===== config.mk =====
export PLATFORM = sky130hd
export DESIGN_NAME = ksa_pipe_adder_flat
export DESIGN_NICKNAME = d
export VERILOG_FILES = /design/src/rtl/ksa_pipe_adder_if.sv /design/src/rtl/ksa_pipe_adder.sv /design/src/flat_wrapper.sv
export SDC_FILE = /design/constraint.sdc
export NUM_CORES = 2
export LEC_CHECK = 0
export ABC_AREA = 0
export BUFFER_PORTS_ARGS = -buffer_cell sky130_fd_sc_hd__buf_4
export CAP_MARGIN = 20
export CORE_AREA = 2 2 271 273
export DETAILED_ROUTE_END_ITERATION = 12
export DIE_AREA = 0 0 273 275
export GPL_TIMING_DRIVEN = 0
export MAX_ROUTING_LAYER = met4
export PLACE_DENSITY = 0.63
export SLEW_MARGIN = 30
export SYNTH_ARGS = -nofsm -noshare
export SYNTH_HDL_FRONTEND = slang
export SYNTH_SLANG_ARGS = --single-unit

===== constraint.sdc =====
create_clock -name clk -period 32.3 [get_ports clk]
set_input_delay 0 -clock clk [delete_from_list [all_inputs] [get_ports clk]]
set_output_delay 0 -clock clk [all_outputs]
set_load 0.01 [all_outputs]

===== src/rtl/ksa_pipe_adder_if.sv =====
// ksa_pipe_adder_if: operand/result handshake bundle for ksa_pipe_adder.
//   in_valid/in_ready    operand transfer handshake
//   in_a, in_b           operands
//   in_cin               carry-in (add) / borrow-in (sub)
//   in_sub               0 = A+B+cin, 1 = A-B-cin
//   in_tag               sideband tag, returned with the result
//   out_valid/out_ready  result transfer handshake
//   out_sum              result modulo 2^WIDTH
//   out_cout             carry out of MSB (subtract: 1 = no borrow)
//   out_ovf              two's-complement overflow
//   out_zero             out_sum == 0
//   out_tag              tag of this result
// modport slave is the adder side, modport master is the producer/consumer side.
interface ksa_pipe_adder_if #(
  parameter int WIDTH = 64,
  parameter int TAG_W = 4
);
  logic             in_valid;
  logic             in_ready;
  logic [WIDTH-1:0] in_a;
  logic [WIDTH-1:0] in_b;
  logic             in_cin;
  logic             in_sub;
  logic [TAG_W-1:0] in_tag;
  logic             out_valid;
  logic             out_ready;
  logic [WIDTH-1:0] out_sum;
  logic             out_cout;
  logic             out_ovf;
  logic             out_zero;
  logic [TAG_W-1:0] out_tag;

  modport slave (
    input  in_valid, in_a, in_b, in_cin, in_sub, in_tag, out_ready,
    output in_ready, out_valid, out_sum, out_cout, out_ovf, out_zero, out_tag
  );

  modport master (
    output in_valid, in_a, in_b, in_cin, in_sub, in_tag, out_ready,
    input  in_ready, out_valid, out_sum, out_cout, out_ovf, out_zero, out_tag
  );
endinterface


===== src/rtl/ksa_pipe_adder.sv =====
// ksa_pipe_adder: pipelined Kogge-Stone adder/subtractor with valid/ready flow
// control, status flags and a sideband tag.
//   clk     rising-edge clock
//   rst     asynchronous active-high reset
//   io_bus  ksa_pipe_adder_if.slave (operands in, result + flags out)
// Pipeline: bank 0 holds generate/propagate of the prepared operands, banks
// 1..NSTG each hold the prefix tree after LVL_PER_STAGE more levels, and the
// output bank holds sum/flags.  Latency is 1+NSTG cycles from the accepting
// edge.  Stall is global: when the output is valid but not taken, every bank
// holds, so bubbles stay in place and ordering is preserved.
module ksa_pipe_adder #(
  parameter int WIDTH         = 64,
  parameter int LVL_PER_STAGE = 2,
  parameter int TAG_W         = 4
) (
  input  logic clk,
  input  logic rst,
  ksa_pipe_adder_if.slave io_bus
);
  localparam int LOG2W = $clog2(WIDTH);
  localparam int NSTG  = (LOG2W + LVL_PER_STAGE - 1) / LVL_PER_STAGE;

  logic [WIDTH-1:0] r_g   [0:NSTG];
  logic [WIDTH-1:0] r_p   [0:NSTG];
  logic [WIDTH-1:0] r_p0  [0:NSTG];
  logic [TAG_W-1:0] r_tag [0:NSTG];
  logic [NSTG:0]    r_c;
  logic [NSTG:0]    r_v;

  logic             r_out_valid;
  logic [WIDTH-1:0] r_out_sum;
  logic             r_out_cout;
  logic             r_out_ovf;
  logic             r_out_zero;
  logic [TAG_W-1:0] r_out_tag;

  logic             w_stall;
  logic [WIDTH-1:0] w_beff;
  logic             w_ceff;
  logic [WIDTH-1:0] w_g [1:NSTG];
  logic [WIDTH-1:0] w_p [1:NSTG];
  logic [WIDTH-1:0] w_carry;
  logic [WIDTH-1:0] w_sum;
  logic             w_cout;
  logic             w_ovf;

  assign w_stall         = r_out_valid & ~io_bus.out_ready;
  assign io_bus.in_ready = ~w_stall;

  // Subtraction as A + ~B + ~borrow.
  assign w_beff = io_bus.in_sub ? ~io_bus.in_b : io_bus.in_b;
  assign w_ceff = io_bus.in_sub ? ~io_bus.in_cin : io_bus.in_cin;

  // Prefix level k belongs to stage k/LVL_PER_STAGE + 1.  Shifting left by the
  // level distance yields zeros below it, which makes the low bits pass through.
  always_comb begin
    logic [WIDTH-1:0] v_g;
    logic [WIDTH-1:0] v_p;
    logic [WIDTH-1:0] v_lo;
    for (int s = 1; s <= NSTG; s++) begin
      v_g  = r_g[s-1];
      v_p  = r_p[s-1];
      v_lo = '0;
      for (int k = 0; k < LOG2W; k++) begin
        if (k / LVL_PER_STAGE == s - 1) begin
          v_lo = {WIDTH{1'b1}} >> (WIDTH - (1 << k));
          v_g  = v_g | (v_p & (v_g << (1 << k)));
          v_p  = v_p & ((v_p << (1 << k)) | v_lo);
        end
      end
      w_g[s] = v_g;
      w_p[s] = v_p;
    end
  end

  // After the full tree G/P are group terms over [0..i], so the carry into bit
  // i needs only the carry-in.
  assign w_carry = {r_g[NSTG][WIDTH-2:0] | (r_p[NSTG][WIDTH-2:0] & {(WIDTH-1){r_c[NSTG]}}),
                    r_c[NSTG]};
  assign w_sum   = r_p0[NSTG] ^ w_carry;
  assign w_cout  = r_g[NSTG][WIDTH-1] | (r_p[NSTG][WIDTH-1] & r_c[NSTG]);
  assign w_ovf   = w_carry[WIDTH-1] ^ w_cout;

  always_ff @(posedge clk or posedge rst) begin
    if (rst) begin
      for (int s = 0; s <= NSTG; s++) begin
        r_g[s]   <= '0;
        r_p[s]   <= '0;
        r_p0[s]  <= '0;
        r_tag[s] <= '0;
      end
      r_c         <= '0;
      r_v         <= '0;
      r_out_valid <= 1'b0;
      r_out_sum   <= '0;
      r_out_cout  <= 1'b0;
      r_out_ovf   <= 1'b0;
      r_out_zero  <= 1'b0;
      r_out_tag   <= '0;
    end else if (!w_stall) begin
      r_g[0]   <= io_bus.in_a & w_beff;
      r_p[0]   <= io_bus.in_a ^ w_beff;
      r_p0[0]  <= io_bus.in_a ^ w_beff;
      r_tag[0] <= io_bus.in_tag;
      r_c[0]   <= w_ceff;
      r_v[0]   <= io_bus.in_valid;
      for (int s = 1; s <= NSTG; s++) begin
        r_g[s]   <= w_g[s];
        r_p[s]   <= w_p[s];
        r_p0[s]  <= r_p0[s-1];
        r_tag[s] <= r_tag[s-1];
        r_c[s]   <= r_c[s-1];
        r_v[s]   <= r_v[s-1];
      end
      r_out_valid <= r_v[NSTG];
      r_out_sum   <= w_sum;
      r_out_cout  <= w_cout;
      r_out_ovf   <= w_ovf;
      r_out_zero  <= (w_sum == '0);
      r_out_tag   <= r_tag[NSTG];
    end
  end

  assign io_bus.out_valid = r_out_valid;
  assign io_bus.out_sum   = r_out_sum;
  assign io_bus.out_cout  = r_out_cout;
  assign io_bus.out_ovf   = r_out_ovf;
  assign io_bus.out_zero  = r_out_zero;
  assign io_bus.out_tag   = r_out_tag;
endmodule


===== src/flat_wrapper.sv =====
// flat-port wrapper written by rule: the top's interface ports become plain ports
module ksa_pipe_adder_flat 
#(
  parameter int WIDTH         = 64,
  parameter int LVL_PER_STAGE = 2,
  parameter int TAG_W         = 4
)
  (clk, rst, io_bus_in_valid, io_bus_in_a, io_bus_in_b, io_bus_in_cin, io_bus_in_sub, io_bus_in_tag, io_bus_out_ready, io_bus_in_ready, io_bus_out_valid, io_bus_out_sum, io_bus_out_cout, io_bus_out_ovf, io_bus_out_zero, io_bus_out_tag);
  ksa_pipe_adder_if #(.WIDTH(WIDTH), .TAG_W(TAG_W)) io_bus_i ();
  input  logic clk;
  input  logic rst;
  input wire logic [$bits(io_bus_i.in_valid)-1:0] io_bus_in_valid;
  input wire logic [$bits(io_bus_i.in_a)-1:0] io_bus_in_a;
  input wire logic [$bits(io_bus_i.in_b)-1:0] io_bus_in_b;
  input wire logic [$bits(io_bus_i.in_cin)-1:0] io_bus_in_cin;
  input wire logic [$bits(io_bus_i.in_sub)-1:0] io_bus_in_sub;
  input wire logic [$bits(io_bus_i.in_tag)-1:0] io_bus_in_tag;
  input wire logic [$bits(io_bus_i.out_ready)-1:0] io_bus_out_ready;
  output wire logic [$bits(io_bus_i.in_ready)-1:0] io_bus_in_ready;
  output wire logic [$bits(io_bus_i.out_valid)-1:0] io_bus_out_valid;
  output wire logic [$bits(io_bus_i.out_sum)-1:0] io_bus_out_sum;
  output wire logic [$bits(io_bus_i.out_cout)-1:0] io_bus_out_cout;
  output wire logic [$bits(io_bus_i.out_ovf)-1:0] io_bus_out_ovf;
  output wire logic [$bits(io_bus_i.out_zero)-1:0] io_bus_out_zero;
  output wire logic [$bits(io_bus_i.out_tag)-1:0] io_bus_out_tag;
  assign io_bus_i.in_valid = io_bus_in_valid;
  assign io_bus_i.in_a = io_bus_in_a;
  assign io_bus_i.in_b = io_bus_in_b;
  assign io_bus_i.in_cin = io_bus_in_cin;
  assign io_bus_i.in_sub = io_bus_in_sub;
  assign io_bus_i.in_tag = io_bus_in_tag;
  assign io_bus_i.out_ready = io_bus_out_ready;
  assign io_bus_in_ready = io_bus_i.in_ready;
  assign io_bus_out_valid = io_bus_i.out_valid;
  assign io_bus_out_sum = io_bus_i.out_sum;
  assign io_bus_out_cout = io_bus_i.out_cout;
  assign io_bus_out_ovf = io_bus_i.out_ovf;
  assign io_bus_out_zero = io_bus_i.out_zero;
  assign io_bus_out_tag = io_bus_i.out_tag;
  ksa_pipe_adder #(.WIDTH(WIDTH), .LVL_PER_STAGE(LVL_PER_STAGE), .TAG_W(TAG_W)) u_core (.clk(clk), .rst(rst), .io_bus(io_bus_i));
endmodule

Word-level counts from Yosys, hierarchy flattened
Cells that the tools add are included.
Cells by class
  reduce and logical (&&, ||, !) cells: 1
  multiplexer cells: 2
  bitwise gates (word level): 31
Operators by type and width (count)
  64-bit AND: 13
  64-bit bitwise OR: 6
  64-bit XOR: 2
  64-bit zero test: 1
  64-bit two-way mux: 1
  64-bit inverter: 1
  63-bit AND: 1
  63-bit bitwise OR: 1
  1-bit inverter: 3
  1-bit AND: 2
  1-bit two-way mux: 1
  1-bit bitwise OR: 1
  1-bit XOR: 1
Word-level totals
  register bits after elaboration: 800
  bits of input ports: 138
  logic and storage cells: 57

Longest topological paths before layout
  depth in word-level cells: 4
  mapped depth: 9
  gate-level depth less buffers: 6

Worst setup path before layout
OpenSTA, ideal clock, no wires.
  path kind: reg2reg
  from: register u_core.r_c[3]
  to: register u_core.r_out_zero, in the netlist u_core.io_bus.out_zero
  clock period less this slack: 1.964 ns
  arrival: 1.896 ns
  slack: 30.336 ns
  required time: 32.232 ns
  cell stages (with the launch flop): 8
  buffers on the path: 1
  cell sequence: dfrtp_1 > buf_6 > a21oi_1 > xor2_1 > nand4_1 > or4_1 > nor4_1 > a32o_1
Between the ends
  longest elaborated chain between the ends: 4
RTL lines
  start, declared: line ksa_pipe_adder.sv:27  | logic [NSTG:0] r_c;
  start signal, assigned by index: line ksa_pipe_adder.sv:112  | r_c[s] <= r_c[s-1];
  63-bit AND: line ksa_pipe_adder.sv:78  | assign w_carry = {r_g[NSTG][WIDTH-2:0] | (r_p[NSTG][WIDTH-2:0] & {(WIDTH-1){r_c[NSTG]}}),
  63-bit bitwise OR: line ksa_pipe_adder.sv:78
  64-bit XOR (*): line ksa_pipe_adder.sv:80  | assign w_sum = r_p0[NSTG] ^ w_carry;
  64-bit zero test (*): line ksa_pipe_adder.sv:119  | r_out_zero <= (w_sum == '0);
  end signal, assigned: line ksa_pipe_adder.sv:119
  end, declared: line ksa_pipe_adder.sv:34  | logic r_out_zero;
Mark *: on every way between the ends. The rest lies on a longest branch, timed or not.
A chain may end at the register's enable or synchronous reset.

Worst setup path after layout
  from: register u_core.r_out_valid, in the netlist u_core.io_bus.out_valid
  to: output port io_bus_in_ready
Between the ends
  longest elaborated chain between the ends: 2
RTL lines
  start, declared: line ksa_pipe_adder.sv:30  | logic r_out_valid;
  start signal, assigned: line ksa_pipe_adder.sv:115  | r_out_valid <= r_v[NSTG];
  1-bit AND: line ksa_pipe_adder.sv:47  | assign w_stall = r_out_valid & ~io_bus.out_ready;
  1-bit inverter: line ksa_pipe_adder.sv:48  | assign io_bus.in_ready = ~w_stall;
  end, declared: line flat_wrapper.sv:19  | output wire logic [$bits(io_bus_i.in_ready)-1:0] io_bus_in_ready;
Every way passes these cells.

==> metrics.yaml <==
layout:
  final_cell_mix: "1553 x nand2_1, 797 x dfrtp_1, 242 x a21oi_1, 217 x o21ai_0, 209 x buf_4"
  fillerInstances: 6561
  fin_area_sq_um: 42300
  fin_nets: 4462
  syn_to_final_growth_pct: 23.4
  drive_gt1_frac: 0.0878
  final_util: 0.584
  final_common_cell: "nand2_1"
global_routing:
  use_met3: 0.0630
  top_usage_layer: "met2"
  grt_use_met2: 0.486
  grt_max_degree: 93
  grt_remaining_overflow: 0
  met1_usage: 0.445
  grt.total_usage: 0.326
  first_global_vias: 28500
  grt_pass1_wl_mm: 176
  antenna_found_initial: 1
routing:
  via_per_inst: 5.48
  dr.pass1.iters: 5
  ant_nets: 0
  vias: 29000
  drt_wl_total_mm: 117
  drtIter0Drc: 2784
  wl_per_cell_microns: 22.2
  drc: 0
die:
  die_w_microns: 273
  die-area_sq_um: 75100
  start_util: 0.473
  rows: 99
  ioPinCount: 211
  die_y_microns: 275
  coreArea_sq_um: 72300
logic_synthesis:
  synth_area_leaders: "dfrtp_1 58%, nand2_1 17%, a21oi_1 3.5%"
  ys_warn_count: 0
  yosys_register_bits: 797
  synth_area_sq_um: 34300
  yosysUniqueCellTypes: 33
  synth_top_area_frac: 0.582
  yosysTopAreaCell: "dfrtp_1"
  syn_inst: 3752
  synth_fp_nets: 3955
  synth-seq-area-share: 0.582
  syn_avg_cell_area_sq_um: 9.13
timing:
  period_share: 0.122
  finalSetupViolCount: 0
  max_freq_ghz: 0.254
  final.setup.tns_ns: 0
  worst_pin_slew_ns: 1.04
  rsz0062_at_grt: "no"
  clock_skew_ns: 0.0304
  min_period_ns: 3.94
  slew_headroom: 0.306
  hold_violations: 0
  slew_violations: 0
worst_setup_path:
  worstPathRequired_ns: 32.30
  r2r-start: "u_core.io_bus.out_valid"
  ff2ff_path_depth: 9
  r2r_slack_ns: 28.63
  cp.arrival_ns: 3.94
  cpMaxStageDelayCell: "clkbuf_1"
  crit_start: "u_core.io_bus.out_valid"
  cp_common_cell: "clkbuf_1"
  cp-end-kind: "output port"
  criticalPathCategory: "flop to output port"
  cp_max_fo: 10
  critPathMaxStageDelay_ns: 0.79
  crit_chain: "nor2b_1 -> clkbuf_1 -> buf_2 -> inv_2 -> clkbuf_1 -> clkbuf_1 -> buf_2 -> buf_4"
  cp-start-kind: "flop"
  reg2reg_to: "u_core.r_g[0]"
clock_network:
  cts_root_buf: "clkbuf_16"
  clock_latency_ns: 0.64
  cts_resized: 0
  cts_tree: "built"
  path_clk_slew_ns: 0.06
  cts-buffers-inserted: 83
  h-tree-depth: 3
  clock_sinks: 797
  clock_path_buffers: 3
power_and_ir_drop:
  powerDensity_nw_per_um2: 94.0
  power.leakage_nw: 20.8
  ir_worst_vdd_mv: 0.0522
flow_run:
  cap_viol_max_count: 0
worst_hold_path:
  worstHoldStart: "io_bus_in_sub"
  hold_end: "u_core.r_g[194]"
  hold_path_depth: 5
  hp-class: "input port to flop"
placement:
  finalWeightedCongestion: 0.959
  io_buffers: 209
  dpl_cell_area_sq_um: 37300
  hpwlAfterDp_mm: 87.2
status:
  status: "completed"
cell usage after synthesis:
cell type,n
nand3_1,53
o31ai_1,45
nand4_1,47
buf_6,1
a32o_1,13
a22oi_1,1
a31oi_1,8
a21oi_1,242
o21bai_1,5
nand3b_1,2
xnor2_1,5
clkbuf_1,182
nor2_1,83
a22o_1,4
and3_1,4
ha_1,65
or4_1,1
buf_1,22
inv_2,1
nor4_1,4
xor2_1,122
dfrtp_1,797
a211oi_1,1
nand2b_1,1
o211ai_1,59
buf_2,10
nand2_1,1553
or3_1,5
a21o_1,85
inv_1,12
nor2b_1,44
o21ai_0,217
o21a_1,58
power by group:
group / internal, mW / total, mW / switching [mW] / leakage (nW)
registers: 1.36 / 1.72 / 0.357 / 10.1
clock network: 0.607 / 1.01 / 0.406 / 1.42
logic: 0.427 / 1.24 / 0.816 / 9.29
how the worst max path moves through the flow:
stage,end,slack (ns),cells past startpoint
finish,io_bus_in_ready,28.36,8
CTS,io_bus_in_ready,28.37,8
detailed placement,u_core.r_g[0],28.70,9
floorplan,u_core.io_bus.out_cout,9.92,1
global route,io_bus_in_ready,28.26,8
global placement,u_core.r_p[212],0.85,2
timing repair:
action,in CTS,in global routing
hold buffers,201,0
hold endpoints to repair,429,0
setup endpoints to repair,0,0
setup buffers,0,0
layer usage:
layer | vias to the layer above | routed length (microns)
met5 | - | 0
li1 | 13400 | -
met2 | 1072 | 52300
met4 | 0 | 4340
met3 | 205 | 9670
met1 | 14300 | 51000
through the flow:
step	instances	total power, mW	worst slack [ns]	hold WS (ns)
3_3_place_gp	4920	2.88	0.853	0.212
5_1_grt	5286	4.18	28.26	0.0904
6_report	5286	3.97	28.36	0.0501
2_1_floorplan	3752	2.30	9.92	0.112
4_1_cts	5285	3.95	28.37	0.0378
3_5_place_dp	4932	2.92	28.70	0.0834
logic make-up (layout without fill, tap and decap cells):
| group | Yosys count | in the layout | synth area share |
|---|---|---|---|
| adder cells (fa/ha/maj) | 65 | 65 | 0.0237 |
| buffers and inverters | 228 | 802 | 0.0256 |
| AO/OA/AOI/OAI | 738 | 738 | 0.129 |
| other | 0 | 1 | 0 |
| AND/OR/NAND/NOR | 1797 | 1797 | 0.207 |
| flip-flops | 797 | 797 | 0.582 |
| XOR/XNOR | 127 | 127 | 0.0325 |
final cells by class:
cell class / instances / area [sq um] / area share
Antenna cell: 1 / 2.50 / 0.0000592
Buffer: 215 / 846 / 0.0200
Clock buffer: 128 / 2510 / 0.0594
Clock inverter: 24 / 379 / 0.00897
Inverter: 13 / 56.3 / 0.00133
Multi-Input combinational cell: 2727 / 13400 / 0.318
Sequential cell: 797 / 19900 / 0.472
Tap cell: 959 / 1200 / 0.0284
Timing Repair Buffer: 422 / 3890 / 0.0920
registers in the layout (all words and copies together), names as in the netlist:
signal                   cells
u_core.io_bus.out_ovf        1
u_core.io_bus.out_cout       1
u_core.io_bus.out_sum       64
u_core.r_g                 256
u_core.r_p0                192
u_core.io_bus.out_valid      1
u_core.r_tag                16
u_core.io_bus.out_zero       1
u_core.r_p                 253
u_core.r_v                   4
u_core.io_bus.out_tag        4
u_core.r_c                   4
worst max-delay path: cells and delay by family, from the launching register on:
kind	cells	cell delay [ns]
and+or+nand+nor	1	0.15
DFF	1	0.42
buffers and inverters	7	2.70
No activity file was read; power rests on OpenSTA's default activity.
